===== config.mk =====
export PLATFORM = sky130hd
export DESIGN_NAME = mac4_stage_flat
export DESIGN_NICKNAME = d
export VERILOG_FILES = /design/src/rtl/mac4_stage_pkg.sv /design/src/rtl/mac4_stage_if.sv /design/src/rtl/mac4_stage_mult4.sv /design/src/rtl/mac4_stage.sv /design/src/flat_wrapper.sv
export SDC_FILE = /design/constraint.sdc
export NUM_CORES = 1
export LEC_CHECK = 0
export CAP_MARGIN = 30
export CORE_UTILIZATION = 51
export DETAILED_ROUTE_END_ITERATION = 10
export GPL_TIMING_DRIVEN = 0
export PLACE_DENSITY = 0.73
export REMOVE_ABC_BUFFERS = 1
export SLEW_MARGIN = 40
export SYNTH_ARGS = -nofsm -noshare
export SYNTH_HDL_FRONTEND = slang
export SYNTH_SLANG_ARGS = --single-unit

===== constraint.sdc =====
create_clock -name clk -period 3.05 [get_ports clk]
set_clock_uncertainty 0.05 [all_clocks]
set_input_delay 0.305 -clock clk [delete_from_list [all_inputs] [get_ports clk]]
set_output_delay 0.305 -clock clk [all_outputs]
set_load 0.02 [all_outputs]

===== src/rtl/mac4_stage_pkg.sv =====
// Shared types and defaults for the mac4_stage multiply-accumulate slice.
package mac4_stage_pkg;

    typedef enum logic {
        ST_ACC  = 1'b0,
        ST_DONE = 1'b1
    } state_t;

    localparam int DEF_ACC_W     = 16;
    localparam int DEF_MAX_TERMS = 16;
    localparam int DEF_CNT_W     = 5;

endpackage


===== src/rtl/mac4_stage_if.sv =====
// Operand-in / result-out handshake bundle for mac4_stage.
interface mac4_stage_if #(
    parameter int ACC_W = 16,
    parameter int CNT_W = 5
);
    logic             in_valid;
    logic             in_ready;
    logic [3:0]       a;
    logic [3:0]       b;
    logic             in_last;
    logic             out_valid;
    logic             out_ready;
    logic [ACC_W-1:0] out_sum;
    logic [CNT_W-1:0] out_count;
    logic             overflow;

    modport master (
        output in_valid, a, b, in_last, out_ready,
        input  in_ready, out_valid, out_sum, out_count, overflow
    );

    modport slave (
        input  in_valid, a, b, in_last, out_ready,
        output in_ready, out_valid, out_sum, out_count, overflow
    );
endinterface


===== src/rtl/mac4_stage_mult4.sv =====
// Combinational unsigned 4x4 multiplier; output is only ever sampled at clock edges.
module mult4 (
    input  logic [3:0] a,
    input  logic [3:0] b,
    output logic [7:0] p
);
    assign p = {4'b0, a} * {4'b0, b};
endmodule


===== src/rtl/mac4_stage.sv =====
// Two-stage MAC: registers a*b products, sums them per packet, emits sum/count/overflow.
// Last term accepted at edge N yields out_valid after N+1; one-deep skid stalls input while a result waits.
module mac4_stage
    import mac4_stage_pkg::*;
#(
    parameter int ACC_W     = DEF_ACC_W,
    parameter int MAX_TERMS = DEF_MAX_TERMS,
    parameter int CNT_W     = DEF_CNT_W
) (
    input  logic         clk,
    input  logic         rst,
    mac4_stage_if.slave  bus
);

    logic [7:0]       prod;
    logic [7:0]       p_reg;
    logic             p_valid;
    logic             p_last;

    state_t           state;
    state_t           state_nxt;

    logic [ACC_W-1:0] acc;
    logic [CNT_W-1:0] count;
    logic             ovf_acc;
    logic [ACC_W:0]   sum;
    logic [CNT_W-1:0] cnt;
    logic             done_term;

    logic [ACC_W-1:0] out_sum_q;
    logic [CNT_W-1:0] out_count_q;
    logic             ovf_q;
    logic             out_valid_q;

    logic             in_ready;
    logic             accept;
    logic             consume;

    mult4 u_mult4 (
        .a (bus.a),
        .b (bus.b),
        .p (prod)
    );

    always_comb begin
        sum       = {1'b0, acc} + (ACC_W+1)'(p_reg);
        cnt       = count + CNT_W'(1);
        done_term = p_last || (cnt == CNT_W'(MAX_TERMS));
    end

    always_ff @(posedge clk) begin
        if (rst) state <= ST_ACC;
        else     state <= state_nxt;
    end

    always_comb begin
        state_nxt = state;
        case (state)
            ST_ACC:  if (consume && done_term)           state_nxt = ST_DONE;
            ST_DONE: if (out_valid_q && bus.out_ready)   state_nxt = ST_ACC;
            default:                                     state_nxt = ST_ACC;
        endcase
    end

    // in_ready depends only on registered state, never on in_valid/out_ready.
    always_comb begin
        in_ready = !p_valid || (state == ST_ACC);
        consume  = p_valid && (state == ST_ACC);
    end

    assign accept = bus.in_valid && in_ready;

    always_ff @(posedge clk) begin
        if (rst) begin
            p_valid <= 1'b0;
            p_reg   <= '0;
            p_last  <= 1'b0;
        end else if (accept) begin
            p_valid <= 1'b1;
            p_reg   <= prod;
            p_last  <= bus.in_last;
        end else if (consume) begin
            p_valid <= 1'b0;
        end
    end

    always_ff @(posedge clk) begin
        if (rst) begin
            acc         <= '0;
            count       <= '0;
            ovf_acc     <= 1'b0;
            out_sum_q   <= '0;
            out_count_q <= '0;
            ovf_q       <= 1'b0;
            out_valid_q <= 1'b0;
        end else begin
            if (consume) begin
                if (done_term) begin
                    out_sum_q   <= sum[ACC_W-1:0];
                    out_count_q <= cnt;
                    ovf_q       <= ovf_acc | sum[ACC_W];
                    out_valid_q <= 1'b1;
                    acc         <= '0;
                    count       <= '0;
                    ovf_acc     <= 1'b0;
                end else begin
                    acc         <= sum[ACC_W-1:0];
                    count       <= cnt;
                    ovf_acc     <= ovf_acc | sum[ACC_W];
                end
            end else if (out_valid_q && bus.out_ready) begin
                out_valid_q <= 1'b0;
            end
        end
    end

    assign bus.in_ready  = in_ready;
    assign bus.out_valid = out_valid_q;
    assign bus.out_sum   = out_sum_q;
    assign bus.out_count = out_count_q;
    assign bus.overflow  = ovf_q;

endmodule


===== src/flat_wrapper.sv =====
// flat-port wrapper written by rule: the top's interface ports become plain ports
module mac4_stage_flat import mac4_stage_pkg::*;
#(
    parameter int ACC_W     = DEF_ACC_W,
    parameter int MAX_TERMS = DEF_MAX_TERMS,
    parameter int CNT_W     = DEF_CNT_W
)
  (clk, rst, bus_in_valid, bus_a, bus_b, bus_in_last, bus_out_ready, bus_in_ready, bus_out_valid, bus_out_sum, bus_out_count, bus_overflow);
  mac4_stage_if #(.ACC_W(ACC_W), .CNT_W(CNT_W)) bus_i ();
  input  logic clk;
  input  logic rst;
  input wire logic [$bits(bus_i.in_valid)-1:0] bus_in_valid;
  input wire logic [$bits(bus_i.a)-1:0] bus_a;
  input wire logic [$bits(bus_i.b)-1:0] bus_b;
  input wire logic [$bits(bus_i.in_last)-1:0] bus_in_last;
  input wire logic [$bits(bus_i.out_ready)-1:0] bus_out_ready;
  output wire logic [$bits(bus_i.in_ready)-1:0] bus_in_ready;
  output wire logic [$bits(bus_i.out_valid)-1:0] bus_out_valid;
  output wire logic [$bits(bus_i.out_sum)-1:0] bus_out_sum;
  output wire logic [$bits(bus_i.out_count)-1:0] bus_out_count;
  output wire logic [$bits(bus_i.overflow)-1:0] bus_overflow;
  assign bus_i.in_valid = bus_in_valid;
  assign bus_i.a = bus_a;
  assign bus_i.b = bus_b;
  assign bus_i.in_last = bus_in_last;
  assign bus_i.out_ready = bus_out_ready;
  assign bus_in_ready = bus_i.in_ready;
  assign bus_out_valid = bus_i.out_valid;
  assign bus_out_sum = bus_i.out_sum;
  assign bus_out_count = bus_i.out_count;
  assign bus_overflow = bus_i.overflow;
  mac4_stage #(.ACC_W(ACC_W), .MAX_TERMS(MAX_TERMS), .CNT_W(CNT_W)) u_core (.clk(clk), .rst(rst), .bus(bus_i));
endmodule

Yosys cells after proc, flatten, opt, wreduce, memory -nomap -nowiden
Cells that the tools add are included.

Add/subtract/negate cells: 2. $mul: 1. Equality and inequality tests: 2. Muxes and demuxes: 11. Bitwise gates (word level): 2. Reductions and logical operators: 11.

Operators by type and width (number): adder 16 x 8 -> 17 bit (1); 2-to-1 mux 16 bit (1); multiplier 4 x 4 -> 8 bit (1); 2-to-1 mux 1 bit (8); adder 5 x 1 -> 5 bit (second input constant) (1); equality test 5 bit (second input constant) (1); 2-to-1 mux 5 bit (1); logical AND 1 bit (4); AND reduction 2 bit (2); nonzero test 2 bit (2); logical OR 1 bit (2); != test 2 x 1 -> 1 bit (second input constant) (1); one-hot mux 1 bit (2 select lines) (1); zero test 1 bit (1); inverter 1 bit (1); bitwise OR 1 bit (1).

Flip-flop bits (word level): 56. Word-level logic and storage cells: 40.

Longest topological paths before layout
Gate-level depths: netlist of the first run.

Word-level depth: 6. Gate-level depth with buffers: 12.

By module
From an unflattened synthesis of the first run, not the netlist that was laid out.

Cell total of the unflattened synthesis: 357. Area total of the unflattened synthesis: 3179.3 um2.

Modules (own cells, without submodules): mac4_stage (times used 1, cells each 306, area each 2731.4 um2, seq. area each 1121.1 um2); mult4 (times used 1, cells each 51, area each 447.9 um2, seq. area each 0.0 um2).

Worst setup path after synthesis of the first run
No wires, ideal clock.

Kind: input to register. From: in bus_a[0]. To: reg u_core.p_reg[7]. Arrival time: 2529 ps. Data required time: 2938 ps. Setup slack: 409 ps. Stages on the path: 11. Path buffers: 0. Cells stage by stage: nand2_1 > fa_1 > inv_1 > fa_1 > ha_1 > a21o_1 > a21oi_1 > nor2b_1 > o21ai_0 > or4_1 > nand3_1.

Cells in the longest elaborated chain, start to end: 1.

RTL lines: start, declared (line flat_wrapper.sv:13) `input wire logic [$bits(bus_i.a)-1:0] bus_a;`; multiplier 4 x 4 -> 8 bit (line mac4_stage_mult4.sv:7) `assign p = {4'b0, a} * {4'b0, b};`; end signal, assigned (line mac4_stage.sv:80) `p_reg <= prod;`; end, declared (line mac4_stage.sv:16) `logic [7:0] p_reg;`.

Every way passes these cells. A chain may end at the register's enable or synchronous reset.

Worst setup path in the final report of the first run
From: reg u_core.count[0]. To: reg u_core.out_count_q[0] (netlist: u_core.bus.out_count[0]).

Cells in the longest elaborated chain, start to end: 4.

RTL lines: start, declared (line mac4_stage.sv:24) `logic [CNT_W-1:0] count;`; start signal, assigned (line mac4_stage.sv:108) `count <= cnt;`; adder 5 x 1 -> 5 bit (*) (line mac4_stage.sv:47) `cnt = count + CNT_W'(1);`; equality test 5 bit (line mac4_stage.sv:48) `done_term = p_last || (cnt == CNT_W'(MAX_TERMS));`; logical OR 1 bit (line mac4_stage.sv:48); AND reduction 2 bit (no source line); end signal, assigned (line mac4_stage.sv:100) `out_count_q <= cnt;`; end, declared (line mac4_stage.sv:31) `logic [CNT_W-1:0] out_count_q;`.

Mark *: on every way between the ends. The rest lies on a longest branch, timed or not.

==> results.ini, run 1 <==
[timing]
fin_crit_sh_pct=88.7
tightest_slew_ns=0.752
setup_viol=0
hold_slack_ns=0.277
max_slew_margin_pct=49.9
fin_tns_setup_ns=0
rsz0062_at_grt=false
hold_violations=0
finalWorstSetupSlack_ns=0.346
min_period_ns=2.70
slew_viol_final=0
max_freq_mhz=370

[worst_setup_path]
critPathLaunch=u_core.count[0]
critPathArrivalTime_ns=2.86
critPathKind=reg2reg
critPathSlowestCell=nand2b_1
crit_required_ns=3.20
critPathCaptureType=register
cp-start-kind=register
slowest_delay_ns=0.66
cp_cell_sequence=ha_1 > nand3_1 > xnor2_1 > a31oi_1 > nand2b_1 > nor3_1 > a31o_2
crit_buf_inv=0
r2r-start=u_core.count[0]
cp_top_family=simple AND/OR/NAND/NOR gates
cp_max_fo=18

[job]
drv_cap=0

[clocking]
clock_latency_ns=0.30
clockRootBuffer=clkbuf_8
h-tree-depth=2
clock_sinks=56
path_clk_slew_ns=0.09
postCtsSetupBuffers=0
cts_tree=done
cts_buffers=5
cts_max_path_buffers=2

[layout]
synthToLayoutAreaGrowth_pct=17.1
final_core_util_pct=62.9
regArea_mm2=0.00112
num-fill-cells=522
diodes=0
final_nets=424
drive_gt1_share_pct=4.42
multiInputGateArea_mm2=0.00178

[synthesis]
syn_area_mm2=0.00301
synth_edf_count=0
async_reset_ff_share_pct=0
yosys-top-cells-area=dfxtp_1, ha_1, nand2_1
synth.top_cell.area_share_pct=37.2
avgSynthCellArea_um2=8.37
yosysSeqAreaShare_pct=37.2
synth-seq-cells=56
synth_warnings=0
synth_common_cells=dfxtp_1, nand2_1, a21oi_1, nor2_1, ha_1
ys_types=42
synth-main-ff-cell=dfxtp_1
synth_top_area_cell=dfxtp_1
syn_inst=360

[power_and_ir_drop]
p_leak_nw=1.42
combinationalPowerShare_pct=16.2
power_frac_clock_pct=29.4
pwr-share-seq_pct=54.4
switching_share_pct=26.5
p_switching_uw=374
vdd_ir_drop_max_mv=0.212
powerDensity_mw_per_mm2=401
p_int_mw=1.04

[placed_design]
dpl.hpwl_um=4330
gp_congestion=0.775
io_buffers=36
dpl_worst_slack_ns=-0.281

[worst_hold_path]
hold_class=in2reg
hp-start=bus_a[0]

[die]
start_util_pct=53.7
die_h_um=78.8
num_rows=27
pin_count=37
core-area_mm2=0.00561
die-area_mm2=0.00622
die_w_um=78.8

[drt]
firstDrtPassIters=4
wl_met3_um=120
first_iter_violations=95
route.detailed.drc=0
wl_met2_um=3000
wl_per_cell_um=13.2
avgViaCountPerCell=5.62
ant_nets=0
via_count=2568
drt-total-wl_um=6060
met1Wirelength_um=2870
dr.max_layer_used=met4

[global_routing]
grt_first_pass_wirelength_um=10500
track_usage_pct=20.9
antenna_found_initial=0
grt_pass1_vias=2395
overflow=0
grt_max_degree=33

[status]
status=finished clean

==> path summary, 6_finish.rpt <==
path | end | slack (ns) | cells past startpoint
worst max-delay path | u_core.bus.out_count[0] | 0.35 | 7
worst min-delay path | u_core.p_reg[0] | 0.28 | 3
worst max register to register | u_core.bus.out_count[0] | 0.35 | 7
worst min register to register | u_core.bus.out_sum[8] | 0.41 | 2
==> worst register-to-register path, stage by stage (launching register included) <==
cell and delay, ns:
dfxtp_1 0.50, ha_1 0.36, nand3_1 0.15, xnor2_1 0.18, a31oi_1 0.37, nand2b_1 0.66
nor3_1 0.10, a31o_2 0.24
==> timing repair <==
action | 4_1_cts | 5_1_grt
hold buffers | 0 | 0
endpoints found under the setup margin | 0 | 3
resized for setup | 0 | 9
==> power by group through the flow <==
stage	clock [mW]	combinational (mW)	sequential [mW]
detailed placement	0	0.226	0.786
floorplan	0	0.139	0.789
finish	0.415	0.229	0.769
CTS	0.427	0.229	0.769
global placement	0	0.215	0.784
global route	0.452	0.260	0.772
==> placed cells by master (no fill, tap or decap), types with 2 or more instances in the layout <==
cell,count
dlymetal6s2s_1,6
dfxtp_1,56
xor2_1,6
nor3_1,7
clkdlybuf4s50_1,29
nand2_1,56
fa_1,4
nor4b_1,2
clkbuf_8,6
nand3_1,7
and2_1,10
nand2b_1,3
a211oi_1,10
a311oi_1,10
and3_1,3
inv_1,9
or2_2,2
nor2b_1,2
clkbuf_1,2
nor2_1,33
a21oi_1,34
o21ai_0,10
xnor2_1,13
a21o_1,6
ha_1,22
a22oi_1,9
a31oi_1,6
==> final cells by class <==
cell class	count	area share [%]
Sequential cell	56	31.8
Multi-Input combinational cell	274	50.4
Inverter	9	0.958
Clock buffer	8	2.56
Timing Repair Buffer	38	11.8
Tap cell	72	2.56
==> routing by layer <==
metal / vias to the layer above / global-route usage (%)
li1: 1313 / -
met1: 1220 / 24.6
met2: 30 / 39.2
met3: 5 / 2.76
met4: 0 / 6.00
met5: - / 0
==> per-stage QoR <==
stage / instance area, µm² / instances / total power [mW]
after floorplan: 2910 / 339 / 0.929
after global placement: 3360 / 447 / 1.00
after detailed placement: 3410 / 449 / 1.01
after CTS: 3500 / 457 / 1.42
after global routing: 3530 / 457 / 1.48
final: 3530 / 457 / 1.41
==> kinds of logic (layout without fill, tap and decap cells) <==
| group | after synthesis | in the layout | synth area share (%) |
|---|---|---|---|
| DFF | 56 | 56 | 37.2 |
| xor gates and xnor gates | 19 | 19 | 5.53 |
| muxes | 1 | 1 | 0.332 |
| AOI/OAI and AO/OA | 93 | 93 | 19.8 |
| and+or+nand+nor | 134 | 134 | 20.2 |
| buffers and inverters | 30 | 55 | 4.44 |
| adders and majority gates | 27 | 27 | 12.5 |
No activity file was read; power rests on OpenSTA's default activity.
==> run 2: changes to the inputs <==
--- a/config.mk
+++ b/config.mk
@@ -9,7 +9,7 @@
 export CORE_UTILIZATION = 51
 export DETAILED_ROUTE_END_ITERATION = 10
 export GPL_TIMING_DRIVEN = 0
-export PLACE_DENSITY = 0.73
+export PLACE_DENSITY = 0.72
 export REMOVE_ABC_BUFFERS = 1
 export SLEW_MARGIN = 40
 export SYNTH_ARGS = -nofsm -noshare
==> results.ini, run 2 (synthesis results as in run 1) <==
[global_routing]
antenna_found_initial=0  ; unchanged
track_usage_pct=20.8  ; was 20.9%
grt_max_degree=34  ; was 33
grt_pass1_vias=2419  ; was 2,395
grt_first_pass_wirelength_um=10500  ; about the same
overflow=0  ; unchanged

[drt]
via_count=2559  ; was 2,568
drt-total-wl_um=5920  ; was 6060 µm
wl_met2_um=2870  ; was 3000 µm
avgViaCountPerCell=5.60  ; was 5.62
met1Wirelength_um=2810  ; was 2870 µm
first_iter_violations=84  ; was 95
route.detailed.drc=0  ; unchanged
firstDrtPassIters=4  ; unchanged
dr.max_layer_used=met4  ; unchanged
wl_met3_um=179  ; was 120 µm
ant_nets=0  ; unchanged
wl_per_cell_um=13.0  ; was 13.2 µm

[layout]
num-fill-cells=505  ; was 522
finalNonFillerCells=457  ; unchanged
drive_gt1_share_pct=4.42  ; unchanged
mostFrequentLayoutCells=nand2_1, dfxtp_1, a21oi_1  ; unchanged
diodes=0  ; unchanged
final_nets=424  ; unchanged
synthToLayoutAreaGrowth_pct=17.2  ; was 17.1%

[worst_setup_path]
crit_required_ns=3.24  ; was 3.20 ns
reg2reg_depth=7  ; unchanged
critPathArrivalTime_ns=2.97  ; was 2.86 ns
cp_max_fo=32  ; was 18
critPathCaptureType=register  ; unchanged
critPathKind=reg2reg  ; unchanged
cp-start-kind=register  ; unchanged

[timing]
finalWorstSetupSlack_ns=0.266  ; was 0.346 ns
hold_violations=0  ; unchanged
tightest_slew_ns=0.815  ; was 0.752 ns
max_freq_mhz=359  ; was 370 MHz
fin_tns_setup_ns=0  ; unchanged
slew_viol_final=0  ; unchanged
max_slew_margin_pct=45.7  ; was 49.9%
min_period_ns=2.78  ; was 2.70 ns
fin_crit_sh_pct=91.3  ; was 88.7%
setup_viol=0  ; unchanged
rsz0062_at_grt=false  ; unchanged

[clocking]
clock_latency_ns=0.31  ; was 0.30 ns
clockRootBuffer=clkbuf_8  ; unchanged
cts_hold_buffers=0  ; unchanged
cts_tree=done  ; unchanged
cts_max_path_buffers=2  ; unchanged
cts_buffers=5  ; unchanged
clock_sinks=56  ; unchanged
path_clk_slew_ns=0.10  ; was 0.09 ns
h-tree-depth=2  ; unchanged

[die]
die-area_mm2=0.00622  ; unchanged
die_w_um=78.8  ; unchanged
start_util_pct=53.7  ; unchanged
core-area_mm2=0.00561  ; unchanged
num_rows=27  ; unchanged
die_h_um=78.8  ; unchanged
pin_count=37  ; unchanged

[placed_design]
dp.cells=449  ; unchanged
dpl.hpwl_um=4270  ; was 4330 µm
dpl_worst_slack_ns=-0.384  ; was -0.281 ns
io_buffers=36  ; unchanged
gp_congestion=0.775  ; about the same

[power_and_ir_drop]
powerDensity_mw_per_mm2=401  ; about the same
power_frac_clock_pct=29.9  ; was 29.4%
pwr-share-seq_pct=54.2  ; was 54.4%
p_total_mw=1.42  ; was 1.41 mW
p_leak_nw=1.41  ; was 1.42 nW
p_int_mw=1.04  ; about the same
switching_share_pct=26.9  ; was 26.5%
p_switching_uw=381  ; was 374 µW
vdd_ir_drop_max_mv=0.198  ; was 0.212 mV
combinationalPowerShare_pct=15.9  ; was 16.2%

[worst_hold_path]
hold_depth=3  ; unchanged
hold_class=in2reg  ; unchanged

[status]
status=finished clean  ; unchanged

[job]
drv_cap=0  ; unchanged

run 2: repair_timing:
action                     CTS  global route
resized for setup            1             7
setup endpoints to repair    1             2
buffers inserted             0             0
run 2: final timing paths:
check | from | end | slack, ns
hold reg to reg | u_core.p_reg[0] | u_core.p_reg[0] | 0.41
setup / recovery | u_core.count[0] | u_core.acc[9] | 0.27
hold / removal | bus_a[0] | u_core.p_reg[0] | 0.28
setup reg to reg | u_core.count[0] | u_core.acc[9] | 0.27
run 2: critical path, cell delays in order (launching register included):
cell and delay (ns):
dfxtp_1 0.48, ha_1 0.34, nand3_1 0.15, xnor2_1 0.18, a31oi_1 0.36, and2_2 0.60
or3b_1 0.41, a31oi_1 0.15
run 2: routing by layer:
| layer | up-vias | track usage [%] |
|---|---|---|
| met1 | 1196 | 25.2 |
| met3 | 5 | 3.79 |
| met2 | 45 | 37.4 |
| met5 | - | 0 |
| met4 | 0 | 6.18 |
| li1 | 1313 | - |
run 2: area by class of cell:
class	count	area [µm²]	area share, %
inverter	9	33.8	0.957
clock buffer	7	86.3	2.45
clock inverter	1	7.51	0.213
sequential	56	1120	31.8
multi-input combinational	274	1770	50.2
tap	72	90.1	2.55
timing repair buffer	38	420	11.9
run 2: per-stage QoR:
stage	area [µm²]	hold slack, ns	util (%)
2_1_floorplan	2910	0.324	-
3_3_place_gp	3360	0.391	60.0
3_5_place_dp	3420	0.396	60.9
4_1_cts	3510	0.296	62.6
5_1_grt	3530	0.298	63.0
6_report	3530	0.280	63.0
run 2: power by group through the flow:
stage	sequential, mW	combinational, mW	clock [mW]
floorplan	0.789	0.139	0
global placement	0.784	0.216	0
detailed placement	0.785	0.225	0
CTS	0.768	0.227	0.435
global route	0.771	0.257	0.461
finish	0.768	0.225	0.424
